===== src/rtl/muldiv_ctrl.sv =====
// rtl/muldiv_ctrl.sv - MIPS-style HI/LO multiply/divide controller around an unsigned md unit
//
// Purpose: accepts MULTU/MULT/DIVU/DIV requests, issues operand magnitudes to an
// external unsigned multiply/divide unit, applies sign fix-up to its result and
// updates the architectural HI/LO registers. Also handles MTHI/MTLO writes, flush
// and divide-by-zero.
//
// Ports:
//   clk, rst_n              clock; asynchronous reset, asserted when rst_n=1
//   req_valid/req_ready     request handshake; req_op selects MULTU/MULT/DIVU/DIV
//   req_a, req_b            rs / rt operands
//   flush                   discard the in-flight operation
//   wr_hi, wr_lo, wr_data   MTHI/MTLO writes (ignored while busy)
//   hi, lo                  architectural HI/LO
//   busy, done              operation in flight / one-cycle result pulse
//   md_valid, md_mode       start strobe and mode (0 multu, 1 divu) to the md unit
//   md_in_A, md_in_B        operand magnitudes to the md unit
//   md_ready, md_out        completion strobe and raw result from the md unit
module muldiv_ctrl #(
  parameter logic [31:0] DIV0_QUOT = 32'hFFFFFFFF
) (
  input  logic        clk,
  input  logic        rst_n,
  input  logic        req_valid,
  output logic        req_ready,
  input  logic [1:0]  req_op,
  input  logic [31:0] req_a,
  input  logic [31:0] req_b,
  input  logic        flush,
  input  logic        wr_hi,
  input  logic        wr_lo,
  input  logic [31:0] wr_data,
  output logic [31:0] hi,
  output logic [31:0] lo,
  output logic        busy,
  output logic        done,
  output logic        md_valid,
  output logic        md_mode,
  output logic [31:0] md_in_A,
  output logic [31:0] md_in_B,
  input  logic        md_ready,
  input  logic [63:0] md_out
);

  typedef enum logic [2:0] {IDLE, ISSUE, WAIT, FIX, DRAIN} state_t;

  state_t      state;
  logic [1:0]  op_q;
  logic        sign_a, sign_b, div0;
  logic [31:0] mag_a, mag_b;
  logic [63:0] res_q;
  logic        md_valid_q, done_q;

  // A flush arriving in ISSUE or FIX must kill the strobe in that same cycle.
  assign md_valid = md_valid_q & ~flush;
  assign done     = done_q & ~flush;

  logic        accept, req_signed, req_div0;
  logic [31:0] req_mag_a, req_mag_b;

  assign accept     = req_valid & req_ready;
  assign req_signed = req_op[0];
  assign req_mag_a  = (req_signed && req_a[31]) ? -req_a : req_a;
  assign req_mag_b  = (req_signed && req_b[31]) ? -req_b : req_b;
  assign req_div0   = req_op[1] && (req_b == 32'd0);

  logic [63:0] prod;
  logic [31:0] quot, rem, raw_a, fix_hi, fix_lo;

  always_comb begin
    prod = res_q;
    if (op_q == 2'b01 && (sign_a ^ sign_b)) prod = -res_q;
    quot = res_q[31:0];
    rem  = res_q[63:32];
    if (op_q == 2'b11) begin
      if (sign_a ^ sign_b) quot = -res_q[31:0];
      if (sign_a)          rem  = -res_q[63:32];
    end
    // Rebuild the original dividend for HI on divide-by-zero; 0x80000000 round-trips.
    raw_a = sign_a ? -mag_a : mag_a;
    if (div0)         {fix_hi, fix_lo} = {raw_a, DIV0_QUOT};
    else if (op_q[1]) {fix_hi, fix_lo} = {rem, quot};
    else              {fix_hi, fix_lo} = prod;
  end

  always_ff @(posedge clk or posedge rst_n) begin
    if (rst_n) begin
      state      <= IDLE;
      hi         <= '0;
      lo         <= '0;
      busy       <= 1'b0;
      req_ready  <= 1'b0;
      done_q     <= 1'b0;
      md_valid_q <= 1'b0;
      md_mode    <= 1'b0;
      md_in_A    <= '0;
      md_in_B    <= '0;
      op_q       <= '0;
      sign_a     <= 1'b0;
      sign_b     <= 1'b0;
      div0       <= 1'b0;
      mag_a      <= '0;
      mag_b      <= '0;
      res_q      <= '0;
    end else begin
      done_q     <= 1'b0;
      md_valid_q <= 1'b0;
      if (!busy) begin
        if (wr_hi) hi <= wr_data;
        if (wr_lo) lo <= wr_data;
      end
      case (state)
        IDLE: begin
          req_ready <= 1'b1;
          if (accept) begin
            op_q      <= req_op;
            sign_a    <= req_signed & req_a[31];
            sign_b    <= req_signed & req_b[31];
            mag_a     <= req_mag_a;
            mag_b     <= req_mag_b;
            div0      <= req_div0;
            req_ready <= 1'b0;
            busy      <= 1'b1;
            if (req_div0) begin
              state  <= FIX;
              done_q <= 1'b1;
            end else begin
              state      <= ISSUE;
              md_valid_q <= 1'b1;
              md_mode    <= req_op[1];
              md_in_A    <= req_mag_a;
              md_in_B    <= req_mag_b;
            end
          end
        end
        ISSUE: begin
          md_mode <= 1'b0;
          md_in_A <= '0;
          md_in_B <= '0;
          if (flush) begin
            state     <= IDLE;
            busy      <= 1'b0;
            req_ready <= 1'b1;
          end else begin
            state <= WAIT;
          end
        end
        WAIT: begin
          if (md_ready) begin
            if (flush) begin
              // Result and flush coincide: nothing left to drain.
              state     <= IDLE;
              busy      <= 1'b0;
              req_ready <= 1'b1;
            end else begin
              res_q  <= md_out;
              state  <= FIX;
              done_q <= 1'b1;
            end
          end else if (flush) begin
            state <= DRAIN;
          end
        end
        FIX: begin
          if (!flush) begin
            hi <= fix_hi;
            lo <= fix_lo;
          end
          state     <= IDLE;
          busy      <= 1'b0;
          req_ready <= 1'b1;
        end
        DRAIN: begin
          if (md_ready) begin
            state     <= IDLE;
            busy      <= 1'b0;
            req_ready <= 1'b1;
          end
        end
        default: state <= IDLE;
      endcase
    end
  end

endmodule


===== config.mk =====
export PLATFORM = sky130hd
export DESIGN_NAME = muldiv_ctrl
export DESIGN_NICKNAME = d
export VERILOG_FILES = /design/src/rtl/muldiv_ctrl.sv
export SDC_FILE = /design/constraint.sdc
export NUM_CORES = 1
export LEC_CHECK = 0
export CORE_MARGIN = 10
export CORE_UTILIZATION = 51
export DETAILED_ROUTE_END_ITERATION = 8
export PLACE_DENSITY = 0.78
export SKIP_CTS_REPAIR_TIMING = 1
export SLEW_MARGIN = 20
export SYNTH_ARGS = -nofsm -noshare
export SYNTH_HDL_FRONTEND = slang
export SYNTH_SLANG_ARGS = --single-unit

===== constraint.sdc =====
create_clock -name clk -period 10.3 [get_ports clk]
set_clock_uncertainty 0.2 [all_clocks]
set_input_delay 2.06 -clock clk [delete_from_list [all_inputs] [get_ports clk]]
set_output_delay 2.06 -clock clk [all_outputs]
set_load 0.01 [all_outputs]

==> impl_metrics.env <==
export IMPL_viasPerCell=6.10
export IMPL_start_util_pct=51.5
export IMPL_reg2reg_depth=6
export IMPL_critical_path_top_delay_family="buffers and inverters"
export IMPL_wl_mm=45.7
export IMPL_nNetsFinal=1887
export IMPL_clockBufferDepth=3
export IMPL_synthDistinctLibCells=66
export IMPL_fin_crit_ns=5.63
export IMPL_insertion_delay_ns=0.53
export IMPL_finalCritPeriodShare_pct=54.7
export IMPL_rows=59
export IMPL_grt_pass1_wl_mm=70.8
export IMPL_critical_path_class="in -> out"
export IMPL_fin_area_um2=17500
export IMPL_max_freq_ghz=0.178
export IMPL_area_delta_synth_final_pct=31.8
export IMPL_post_route_util_pct=67.8
export IMPL_setup_tns_ns=0
export IMPL_syn_nets=1633
export IMPL_netlist_area_um2=13300
export IMPL_holdCritPathClass="reg -> reg"
export IMPL_yosysMostFrequentCell="nand2_1"
export IMPL_antennaDiodeCount=0
export IMPL_grt_pass1_vias=12300
export IMPL_cts_root_buffer="clkbuf_16"
export IMPL_postSynthCellCount=1459
export IMPL_drive_above_1_share_pct=9.17
export IMPL_r2r_start="res_q[42]"
export IMPL_core_um2=25800
export IMPL_grt_max_degree=91
export IMPL_cp_max_fo=10
export IMPL_rsz0062_at_grt="no"
export IMPL_vias=12600
export IMPL_synthArstFlopShare_pct=100
export IMPL_nFillCells=2087
export IMPL_worst_path_largest_cell_delay_ns=0.58
export IMPL_drc=0
export IMPL_grt_usage_pct=26.4
export IMPL_status="finished, final reports clean"
export IMPL_ys_seq_area_share_pct=44.6
export IMPL_io_pins=302
export IMPL_cp_num_buf_inv=2
export IMPL_yosysTopAreaCellShare_pct=44.6
export IMPL_finalPower_w=0.00517
export IMPL_finalSetupViolations=0
export IMPL_postRouteAntennaNets=0
export IMPL_final_hold_violation_count=0
export IMPL_cap_violations=0
export IMPL_drt_initial_drc_count=1497
export IMPL_end_kind="output pin"
export IMPL_multi_input_comb_area_um2=7000
export IMPL_hold_end="md_in_B[1]"
export IMPL_clkSlewWorstSetupHoldPaths_ns=0.06
export IMPL_ir_drop_v=0.000173
export IMPL_dr_pass1_iters=6
export IMPL_r2r_end="hi[19]"
export IMPL_cts_made_buffers=26
export IMPL_yosysTopAreaCell="dfrtp_1"
export IMPL_port_buffers=301
export IMPL_path_common_cell="clkdlybuf4s50_1"
export IMPL_critPathLaunchType="input pin"
export IMPL_p_leak_nw=6.97
export IMPL_hold_start="md_in_B[1]"
export IMPL_ff_latch_area_um2=5930
export IMPL_cp_cell_sequence="clkdlybuf4s50_1, nor2b_1, clkdlybuf4s50_1"
export IMPL_cts_tree="done"
export IMPL_r2r_slack_ns=6.80
export IMPL_place_area_um2=16600
export IMPL_grt_overflow_total=0
export IMPL_synth_commonest_cells="nand2_1 (260), dfrtp_1 (237), o21ai_0 (145), clkbuf_1 (85), xor2_1 (78)"
export IMPL_tightest_slew_ns=1.07
export IMPL_worst_slew_margin_rel_pct=28.7
export IMPL_antenna_found_initial=1
export IMPL_dieHeight_um=181
export IMPL_die_w_um=181
export IMPL_place_congestion=0.974
export IMPL_required_ns=8.04
export IMPL_ys_ff_latch=237
export IMPL_synth_warnings=0
export IMPL_power_density_nw_per_um2=295
export IMPL_clock_sink_count=237
export IMPL_die_area_um2=32900
export IMPL_htreeDepth=1
export IMPL_synth_ff_type="dfrtp_1"
export IMPL_crit_arrival_ns=3.37
export IMPL_fin_worst_hold_slack_ns=0.277
export IMPL_synth_edf_count=0
export IMPL_place_hpwl_mm=34.0
export IMPL_hold_path_depth=2
export IMPL_syn_area_per_cell_um2=9.12
export IMPL_slew_violations=0
export IMPL_avgRoutedWirePerCell_um=22.1
export IMPL_ys_top_cells_by_area="dfrtp_1 (45%), nand2_1 (7.3%), o21ai_0 (5.5%)"
export IMPL_crit_slowest_cell="clkdlybuf4s50_1"
## tightest hold or removal path, stage by stage, from the launching register on
cell,delay [ns]
dfrtp_1,0.34
nand2_1,0.05
o21ai_0,0.06
## final cells by class
cell class                      instances  area share (%)
Inverter                               27           0.621
Sequential cell                       237            33.8
Clock buffer                           31            4.11
Clock inverter                         17            1.14
Timing Repair Buffer                  319            18.0
Tap cell                              335            2.39
Multi-Input combinational cell       1102            39.9
## power by group
group	total (W)	leakage, nW	switching [W]	internal, W
sequential	0.00183	2.97	0.000472	0.00135
combinational	0.00235	3.55	0.00126	0.00109
clock	0.000994	0.448	0.000394	0.000600
## per-stage QoR
step,instances,setup slack [ns]
floorplan,1459,1.54
global placement,2020,4.68
detailed placement,2020,4.61
CTS,2068,4.66
global route,2068,4.60
finish,2068,4.67
## placed cells by master, fill, tap and decap left out, types with 6 or more instances in the layout
cell type / instances
a21oi_1: 50
a221oi_1: 8
a31oi_1: 28
a32oi_1: 27
and3_1: 11
buf_4: 18
clkbuf_16: 27
clkdlybuf4s50_1: 301
clkinv_2: 8
dfrtp_1: 237
inv_1: 25
mux2_2: 64
mux2i_1: 15
nand2_1: 259
nand2b_1: 11
nand3_1: 22
nand4_1: 10
nor2_1: 57
nor3_1: 47
nor4_1: 20
o21ai_0: 145
o21ai_1: 6
o22ai_1: 7
o31ai_1: 31
o41ai_1: 23
or2_2: 6
or3_1: 12
or4_1: 22
xnor2_1: 65
xor2_1: 78
## metal layers
metal	vias to the layer above	wire length (µm)	GRT usage, %
met3	105	4300	6.16
met5	-	10	0
met2	676	21100	42.2
met1	6043	18600	34.1
met4	2	1710	9.70
li1	5780	-	-
## logic make-up after synthesis
kind of cell             share of synthesized area (%)
flip-flops                                        44.6
AO/OA/AOI/OAI                                     17.3
adder cells (fa/ha/maj)                          0.470
buffers and inverters                             3.41
multiplexers                                      6.55
AND/OR/NAND/NOR                                   18.3
XOR/XNOR                                          9.42
## worst max-delay path by stage
stage                  start          to  slack, ns  depth (start not counted)
global placement       flush        done       4.68                          3
detailed placement  req_b[9]  md_in_A[1]       4.61                          8
global route           flush    md_valid       4.60                          3
floorplan              rst_n        busy       1.54                          1
CTS                    flush    md_valid       4.66                          3
finish                 flush    md_valid       4.67                          3
## registers in the layout (all words and copies together) (netlist names), 2 cells and up
| register | flops |
|---|---|
| res_q | 64 |
| hi | 32 |
| lo | 32 |
| mag_a | 32 |
| md_in_A | 32 |
| md_in_B | 32 |
| state | 3 |
| op_q | 2 |
(Power assumes the default switching activity.)
